File: src/rtl/r_adder.sv
// r_adder: registered ripple-carry adder.
//
// Adds two unsigned WIDTH-bit operands through a chain of WIDTH 1-bit
// full-adder cells. The sum, carry-out and a valid flag are registered.
// There is no backpressure.
//
// Valid semantics: on a rising clk edge with in_valid=1, A and B are consumed.
// The result appears on S/Cout (and Ovf) with out_valid=1 after that same edge.
// On an edge with in_valid=0, the result registers hold and out_valid=0.
// out_valid follows in_valid with one cycle of delay on every edge.
//
// Optional feature: define R_ADDER_OVF_EN to add the registered signed-overflow
// output Ovf.
//
// Ports:
//   clk       in   rising-edge clock
//   rst_n     in   asynchronous active-low reset
//   in_valid  in   A/B valid this cycle
//   A, B      in   WIDTH-bit unsigned operands
//   S         out  registered sum, A+B mod 2^WIDTH
//   Cout      out  registered carry-out of the MSB cell
//   Ovf       out  registered signed overflow (only with R_ADDER_OVF_EN)
//   out_valid out  S/Cout/Ovf hold a new result

module r_adder_fa (
  input  logic a,
  input  logic b,
  input  logic ci,
  output logic s,
  output logic co
);
  assign s  = a ^ b ^ ci;
  assign co = (a & b) | (ci & (a ^ b));
endmodule

module r_adder #(
  parameter int WIDTH = 4
) (
  input  logic             clk,
  input  logic             rst_n,
  input  logic             in_valid,
  input  logic [WIDTH-1:0] A,
  input  logic [WIDTH-1:0] B,
  output logic [WIDTH-1:0] S,
  output logic             Cout,
`ifdef R_ADDER_OVF_EN
  output logic             Ovf,
`endif
  output logic             out_valid
);

  // c[i] is the carry into cell i; c[WIDTH] is the carry out of the MSB.
  logic [WIDTH:0]   c;
  logic [WIDTH-1:0] sum;

  assign c[0] = 1'b0;

  for (genvar i = 0; i < WIDTH; i++) begin : g_cell
    r_adder_fa u_fa (
      .a  (A[i]),
      .b  (B[i]),
      .ci (c[i]),
      .s  (sum[i]),
      .co (c[i+1])
    );
  end

  // The result registers load only when in_valid is high. Operand values,
  // including X, on an idle cycle never reach the registers.
  always_ff @(posedge clk or negedge rst_n) begin
    if (!rst_n) begin
      S         <= '0;
      Cout      <= 1'b0;
      out_valid <= 1'b0;
    end else begin
      out_valid <= in_valid;
      if (in_valid) begin
        S    <= sum;
        Cout <= c[WIDTH];
      end
    end
  end

`ifdef R_ADDER_OVF_EN
  // Signed overflow means the carry into the sign cell differs from the carry
  // out of it. For WIDTH=1 this compares c[1] with c[0].
  always_ff @(posedge clk or negedge rst_n) begin
    if (!rst_n) begin
      Ovf <= 1'b0;
    end else if (in_valid) begin
      Ovf <= c[WIDTH] ^ c[WIDTH-1];
    end
  end
`endif

endmodule

File: config.mk
export PLATFORM = sky130hd
export DESIGN_NAME = r_adder
export DESIGN_NICKNAME = d
export VERILOG_FILES = /design/src/rtl/r_adder.sv
export SDC_FILE = /design/constraint.sdc
export NUM_CORES = 1
export LEC_CHECK = 0
export CORE_AREA = 3 3 40 42
export CTS_CLUSTER_SIZE = 20
export DETAILED_ROUTE_END_ITERATION = 12
export DIE_AREA = 0 0 43 45
export PLACE_DENSITY = 0.51
export SETUP_SLACK_MARGIN = 0.02
export SYNTH_ARGS = -nofsm -noshare
export SYNTH_HDL_FRONTEND = slang
export SYNTH_SLANG_ARGS = --single-unit
File: constraint.sdc
create_clock -name clk -period 2.1 [get_ports clk]
set_input_delay 0.42 -clock clk [delete_from_list [all_inputs] [get_ports clk]]
set_output_delay 0.42 -clock clk [all_outputs]
set_load 0.01 [all_outputs]
==> flow_summary.json, run 1 <==
{
  "core_um2": 1280,
  "layout.cells.non_filler": 54,
  "worst_slack_ns": 0.102,
  "finalNetCount": 56,
  "worst_setup_path_startpoint": "B[0]",
  "netlist_instances": 21,
  "place_inst": 51,
  "max_slew.worst_pin.slew_ns": 0.366,
  "number_of_global_route_vias_before_repair": 258,
  "achievable-frequency_mhz": 500,
  "cts-buffers-inserted": 3,
  "cell_area_reported_after_detailed_placement_um2": 480,
  "layout_min_cycle_time_ns": 2.00,
  "portBuffers": 16,
  "p_r_area_growth_vs_syn_pct": 64.4,
  "antenna_left": 0,
  "maxSlewViolCount": 0,
  "drt-vias-per-instance": 4.28,
  "synth.most_common_cell": "sky130_fd_sc_hd__dfrtp_1",
  "gr-usage-all-layers_pct": 9.10,
  "critPathCaptureType": "flop",
  "synth.ff_latch_count": 6,
  "post_synth.cell_area_avg_um2": 14.9,
  "synth_cell_type_count": 9,
  "detail_route.drc_violations": 0,
  "rsz0062_at_grt": "false",
  "number_of_antenna_violations_at_the_first_check_in_global_routing": 0,
  "path_clk_slew_ns": 0.04,
  "clock_latency_ns": 0.24,
  "synth.cells.most_frequent": "6 x sky130_fd_sc_hd__dfrtp_1, 4 x sky130_fd_sc_hd__inv_1, 3 x sky130_fd_sc_hd__fa_1, 3 x sky130_fd_sc_hd__mux2_4",
  "floorplan.die.height_um": 45,
  "internal_power_uw": 272,
  "cts_tree": "done",
  "synth.net_count": 36,
  "yosysSeqAreaShare_pct": 48.0,
  "setup_violators_final": 0,
  "drt-wirelength-per-cell_um": 11.6,
  "clock_power_share_pct": 29.3,
  "cts-root-to-sink-buffers": 2,
  "reg2reg_to": "S[1]",
  "finalWeightedCongestion": 0.695,
  "dominant_cells_by_area_after_synthesis": "sky130_fd_sc_hd__dfrtp_1 48%, sky130_fd_sc_hd__fa_1 19%, sky130_fd_sc_hd__mux2_4 14%",
  "crit_required_ns": 2.27,
  "globalRouteOverflowTotal": 0,
  "run_status": "finished clean",
  "critical_path.max_fanout": 1,
  "ff_to_ff_path_depth": 1,
  "worst_r2r_start": "S[1]",
  "cts-htree-levels": 1,
  "detailroute.via_count": 231,
  "timing.critical_path.to": "S[3]",
  "power.net_switching_uw": 89.9,
  "comb_power_share_pct": 30.9,
  "dominantRegCellSynth": "sky130_fd_sc_hd__dfrtp_1",
  "drtPass1Iterations": 1,
  "seq_power_share_pct": 39.8,
  "critPathKind": "in -> reg",
  "synth_edf_count": 0,
  "synth_top_area_cell": "sky130_fd_sc_hd__dfrtp_1",
  "placement_rows": 13,
  "max-cap-violations": 0,
  "grt_first_pass_wirelength_mm": 1.15,
  "crit_arrival_ns": 2.17,
  "vdd_ir_drop_max_v": 0.000265,
  "swShare_pct": 24.9,
  "num_io_pins": 17,
  "die_area_um2": 1940,
  "aggregate_negative_setup_slack_ns": 0,
  "powerDensity_nw_per_um2": 703,
  "dr.first_iter.drc_count": 0,
  "synth.yosys.warnings": 0,
  "async_reset_ff_share_pct": 100,
  "cellLeakagePower_uw": 0.000239,
  "yosysTopAreaCellShare_pct": 48.0,
  "post-cts-setup-buffer-count": 0,
  "clock_sinks": 6,
  "effective_utilization_at_floorplan_pct": 24.3,
  "timing.critical_path.from_type": "input port",
  "clock-skew-final_ns": 0,
  "final.period_utilization_pct": 95.1,
  "mappedNetlistArea_um2": 313,
  "die-width_um": 43,
  "grt_max_degree": 8,
  "fillCellCount": 133,
  "route.final.wire_length_um": 629,
  "clockRootBuffer": "sky130_fd_sc_hd__clkbuf_4",
  "relSlewSlack_pct": 75.6,
  "ff2ff_setup_slack_ns": 1.35,
  "place_ws_ns": -0.439,
  "antenna_cells": 0,
  "report.final.hold_viol_count": 0,
  "hold_path_class": "in -> async",
  "final_design_area_no_fill_um2": 514,
  "layout-drive-gt1-share_pct": 28.2
}
[cell type report]
cell class	count	area [um^2]	share of cell area, %
clock buffers	3	22.5	4.38
inverters	4	15.0	2.92
multi-input cells	10	148	28.7
flip-flops and latches	6	150	29.2
well taps	15	18.8	3.65
repair buffers	16	160	31.1
[per-layer routing]
metal / global-route usage [%] / up-vias / share of wire (%)
met3: 5.18 / 2 / 13
met1: 8.98 / 112 / 36
li1: - / 102 / -
met5: 0 / - / 0
met4: 10.8 / 0 / 2.7
met2: 12.3 / 15 / 48
[power by group through the flow]
| stage | sequential (uW) | clock [uW] | combinational (uW) |
|---|---|---|---|
| after global routing | 146 | 123 | 122 |
| after global placement | 145 | 0 | 108 |
| final | 144 | 106 | 112 |
| after floorplan | 154 | 0 | 36.7 |
| after detailed placement | 145 | 0 | 110 |
| after CTS | 144 | 113 | 112 |
[what timing repair did]
action / 4_1_cts / 5_1_grt
gates resized for setup: 6 / 2
pin swaps: 5 / 1
hold buffers: 0 / 0
setup endpoints to repair: 1 / 1
[layout by cell type, fill, tap and decap left out, drive strengths merged]
| master | Yosys | routed |
|---|---|---|
| nor2 | 1 | 1 |
| inv | 4 | 4 |
| fa | 3 | 3 |
| mux2 | 3 | 3 |
| clkbuf | 0 | 3 |
| mux2i | 1 | 1 |
| ha | 1 | 1 |
| clkdlybuf4s50 | 0 | 13 |
| dfrtp | 6 | 6 |
| dlymetal6s2s | 0 | 1 |
| dlygate4sd2 | 0 | 2 |
| a21oi | 1 | 1 |
[stage by stage]
step | hold WS, ns | utilization, % | total power, uW
after CTS | 0.417 | 39.5 | 369
after detailed placement | 0.493 | 37.4 | 256
after global placement | 0.494 | 37.4 | 253
final | 0.423 | 40.0 | 362
after global routing | 0.432 | 40.0 | 391
after floorplan | 0.124 | - | 191
[cells by family after synthesis]
group           after synthesis  share of synthesized area [%]
compound gates                1                           1.60
mux                           4                           17.6
fa+ha+maj                     4                           23.2
simple gates                  1                           1.20
buf+inv                       5                           8.40
flops                         6                           48.0
[state kept, by name (all words and copies together), names as in the netlist]
signal,flops
S,4
Cout,1
out_valid,1
[worst min path at each step]
stage / from / end / slack [ns] / cells past startpoint
after CTS: rst_n / S[2] / 0.42 / 1
final: rst_n / S[3] / 0.42 / 1
after detailed placement: S[0] / S[0] / 0.49 / 1
after global routing: rst_n / S[3] / 0.43 / 1
after global placement: S[0] / S[0] / 0.49 / 1
after floorplan: rst_n / Cout / 0.12 / 0
[critical path, stage by stage]
cell and delay, ns:
sky130_fd_sc_hd__dlygate4sd2_1 0.23, sky130_fd_sc_hd__ha_2 0.19, sky130_fd_sc_hd__fa_2 0.36, sky130_fd_sc_hd__fa_2 0.36, sky130_fd_sc_hd__inv_2 0.07, sky130_fd_sc_hd__fa_1 0.42, sky130_fd_sc_hd__a21oi_2 0.12
Note: power is estimated with default switching activity, not from simulation.
==> run 2, diff against run 1 <==
- GPL_TIMING_DRIVEN: unset -> 0
==> run 2 against run 1 <==
  * Sequential cell count is the same
  * Hold slack worse by 0.0064 ns
  * Maximum frequency up 0.51%
  * Non-clock buffer count up 1
  * Sequential power about the same
  * First-iteration DRC count unchanged
  * Critical endpoint unchanged
  * Largest cell class unchanged
  * Highest routed layer is now met3
==> flow_summary.json, run 2 (synthesis gave the netlist of run 1 again) <==
{
  "gr-usage-all-layers_pct": 7.98,
  "p_r_area_growth_vs_syn_pct": 67.6,
  "die_area_um2": 1940,
  "timing.critical_path.to": "S[3]",
  "layout_min_cycle_time_ns": 1.99,
  "layout_commonest_cell": "sky130_fd_sc_hd__clkdlybuf4s50_1",
  "final_design_area_no_fill_um2": 524,
  "fillCellCount": 126,
  "drt-wirelength-per-cell_um": 11.1,
  "globalRouteOverflowTotal": 0,
  "clockRootBuffer": "sky130_fd_sc_hd__clkbuf_4",
  "antenna_left": 0,
  "final.period_utilization_pct": 94.7,
  "setup_violators_final": 0,
  "drtPass1Iterations": 1,
  "portBuffers": 16,
  "clock_sinks": 6,
  "maxSlewViolCount": 0,
  "cellLeakagePower_uw": 0.000246,
  "timing.critical_path.from_type": "input port",
  "critical_path.max_fanout": 1,
  "worst_r2r_start": "S[1]",
  "total_power_uw": 362,
  "number_of_antenna_violations_at_the_first_check_in_global_routing": 0,
  "drt-vias-per-instance": 3.96,
  "top_register": "S",
  "timing.hold.ws_ns": 0.416,
  "dr.first_iter.drc_count": 0,
  "ff_to_ff_path_depth": 1,
  "core_um2": 1280,
  "achievable-frequency_mhz": 503,
  "critPathCaptureType": "flop",
  "ff2ff_setup_slack_ns": 1.34,
  "detail_route.drc_violations": 0,
  "effective_utilization_at_floorplan_pct": 24.3,
  "finalNetCount": 57,
  "layout.cells.most_common_list": "12 x sky130_fd_sc_hd__clkdlybuf4s50_1, 6 x sky130_fd_sc_hd__dfrtp_1",
  "biggestRegsByFlops": "S: 4 flops, Cout: 1 flops, out_valid: 1 flops",
  "finish.utilization_pct": 40.8,
  "crit_arrival_ns": 2.16,
  "largest_reg_flops": 4,
  "cts-buffers-inserted": 3,
  "place_inst": 52,
  "cts_tree": "done",
  "cell_area_reported_after_detailed_placement_um2": 492,
  "finalWeightedCongestion": 0.674,
  "number_of_global_route_vias_before_repair": 253,
  "cts-htree-levels": 1,
  "vdd_ir_drop_max_v": 0.000327,
  "max-cap-violations": 0,
  "hold_path_class": "in -> async",
  "detailed_place_hpwl_um": 516,
  "grt_max_degree": 7,
  "crit_required_ns": 2.27,
  "clock_latency_ns": 0.24,
  "path_clk_slew_ns": 0.04,
  "run_status": "finished clean",
  "clock-skew-final_ns": 0,
  "powerDensity_nw_per_um2": 690,
  "reg2reg_to": "S[1]",
  "report.final.hold_viol_count": 0,
  "layout.cells.non_filler": 55,
  "rsz0062_at_grt": "false",
  "critPathKind": "in -> reg",
  "antenna_cells": 0,
  "floorplan.die.height_um": 45,
  "relSlewSlack_pct": 82.4,
  "worst_setup_path_startpoint": "B[0]",
  "route.final.wire_length_um": 610,
  "max_slew.worst_pin.slew_ns": 0.264,
  "layout-drive-gt1-share_pct": 30.0,
  "grt_first_pass_wirelength_mm": 1.06,
  "detailroute.via_count": 218,
  "placement_rows": 13,
  "num_io_pins": 17,
  "cts-root-to-sink-buffers": 2,
  "die-width_um": 43,
  "cts_hold_buf": 0
}
## run 2: changes by cell type in the layout (fill, tap and decap cells not counted), sizes merged
cell and change:
buf +1, dlygate4sd2 +1, clkdlybuf4s50 -1
## run 2: area by class of cell
type / count / area, um^2 / area share [%]
repair buffers: 16 / 159 / 30.3
inverters: 4 / 15.0 / 2.86
clock buffers: 3 / 22.5 / 4.30
flip-flops and latches: 6 / 150 / 28.6
plain buffers: 1 / 11.3 / 2.15
multi-input cells: 10 / 148 / 28.2
well taps: 15 / 18.8 / 3.58
## run 2: stage by stage
| step | TNS [ns] | setup slack (ns) |
|---|---|---|
| 2_1_floorplan | 0 | 0.0988 |
| 6_report | 0 | 0.112 |
| 5_1_grt | 0 | 0.0492 |
| 3_5_place_dp | -0.775 | -0.445 |
| 4_1_cts | 0 | 0.0636 |
| 3_3_place_gp | -0.668 | -0.413 |
## run 2: critical path, cell delays in order
cell and delay (ns):
sky130_fd_sc_hd__dlygate4sd2_1 0.23, sky130_fd_sc_hd__ha_2 0.18, sky130_fd_sc_hd__fa_2 0.35, sky130_fd_sc_hd__fa_2 0.36
sky130_fd_sc_hd__inv_2 0.06, sky130_fd_sc_hd__fa_1 0.41, sky130_fd_sc_hd__a21oi_2 0.15
## run 2: per-layer routing
| metal | vias up | wire length [um] | global-route usage [%] | share of wire [%] |
|---|---|---|---|---|
| met2 | 15 | 299 | 12.3 | 49 |
| met1 | 100 | 231 | 8.89 | 38 |
| met4 | 0 | 0 | 3.61 | 0 |
| met5 | - | 0 | 0 | 0 |
| li1 | 103 | - | - | - |
| met3 | 0 | 79 | 4.78 | 13 |
## run 2: how the worst min path moves through the flow
stage,from,end,cells after the start
final,rst_n,out_valid,1
after global routing,rst_n,S[0],1
after CTS,rst_n,S[2],1
after detailed placement,S[0],S[0],1
after global placement,S[0],S[0],1
after floorplan,rst_n,Cout,0
## run 2: power by group
part	leakage [uW]	total [uW]	switching, uW	internal (uW)
Sequential	0.0000696	143	9.12	134
Clock	0.0000138	105	40.2	64.6
Combinational	0.000163	114	39.4	74.1
Total	0.000246	362	88.7	273
## run 2: repair_timing
action,4_1_cts,5_1_grt
buffers inserted,0,0
resized for setup,7,2
setup endpoints to repair,1,1
pin swaps,5,3
==> run 3, diff against run 2 <==
- TNS_END_PERCENT: unset -> 50
==> results of run 3 <==
Final layout, timing and power as in run 2 (identical DEF).
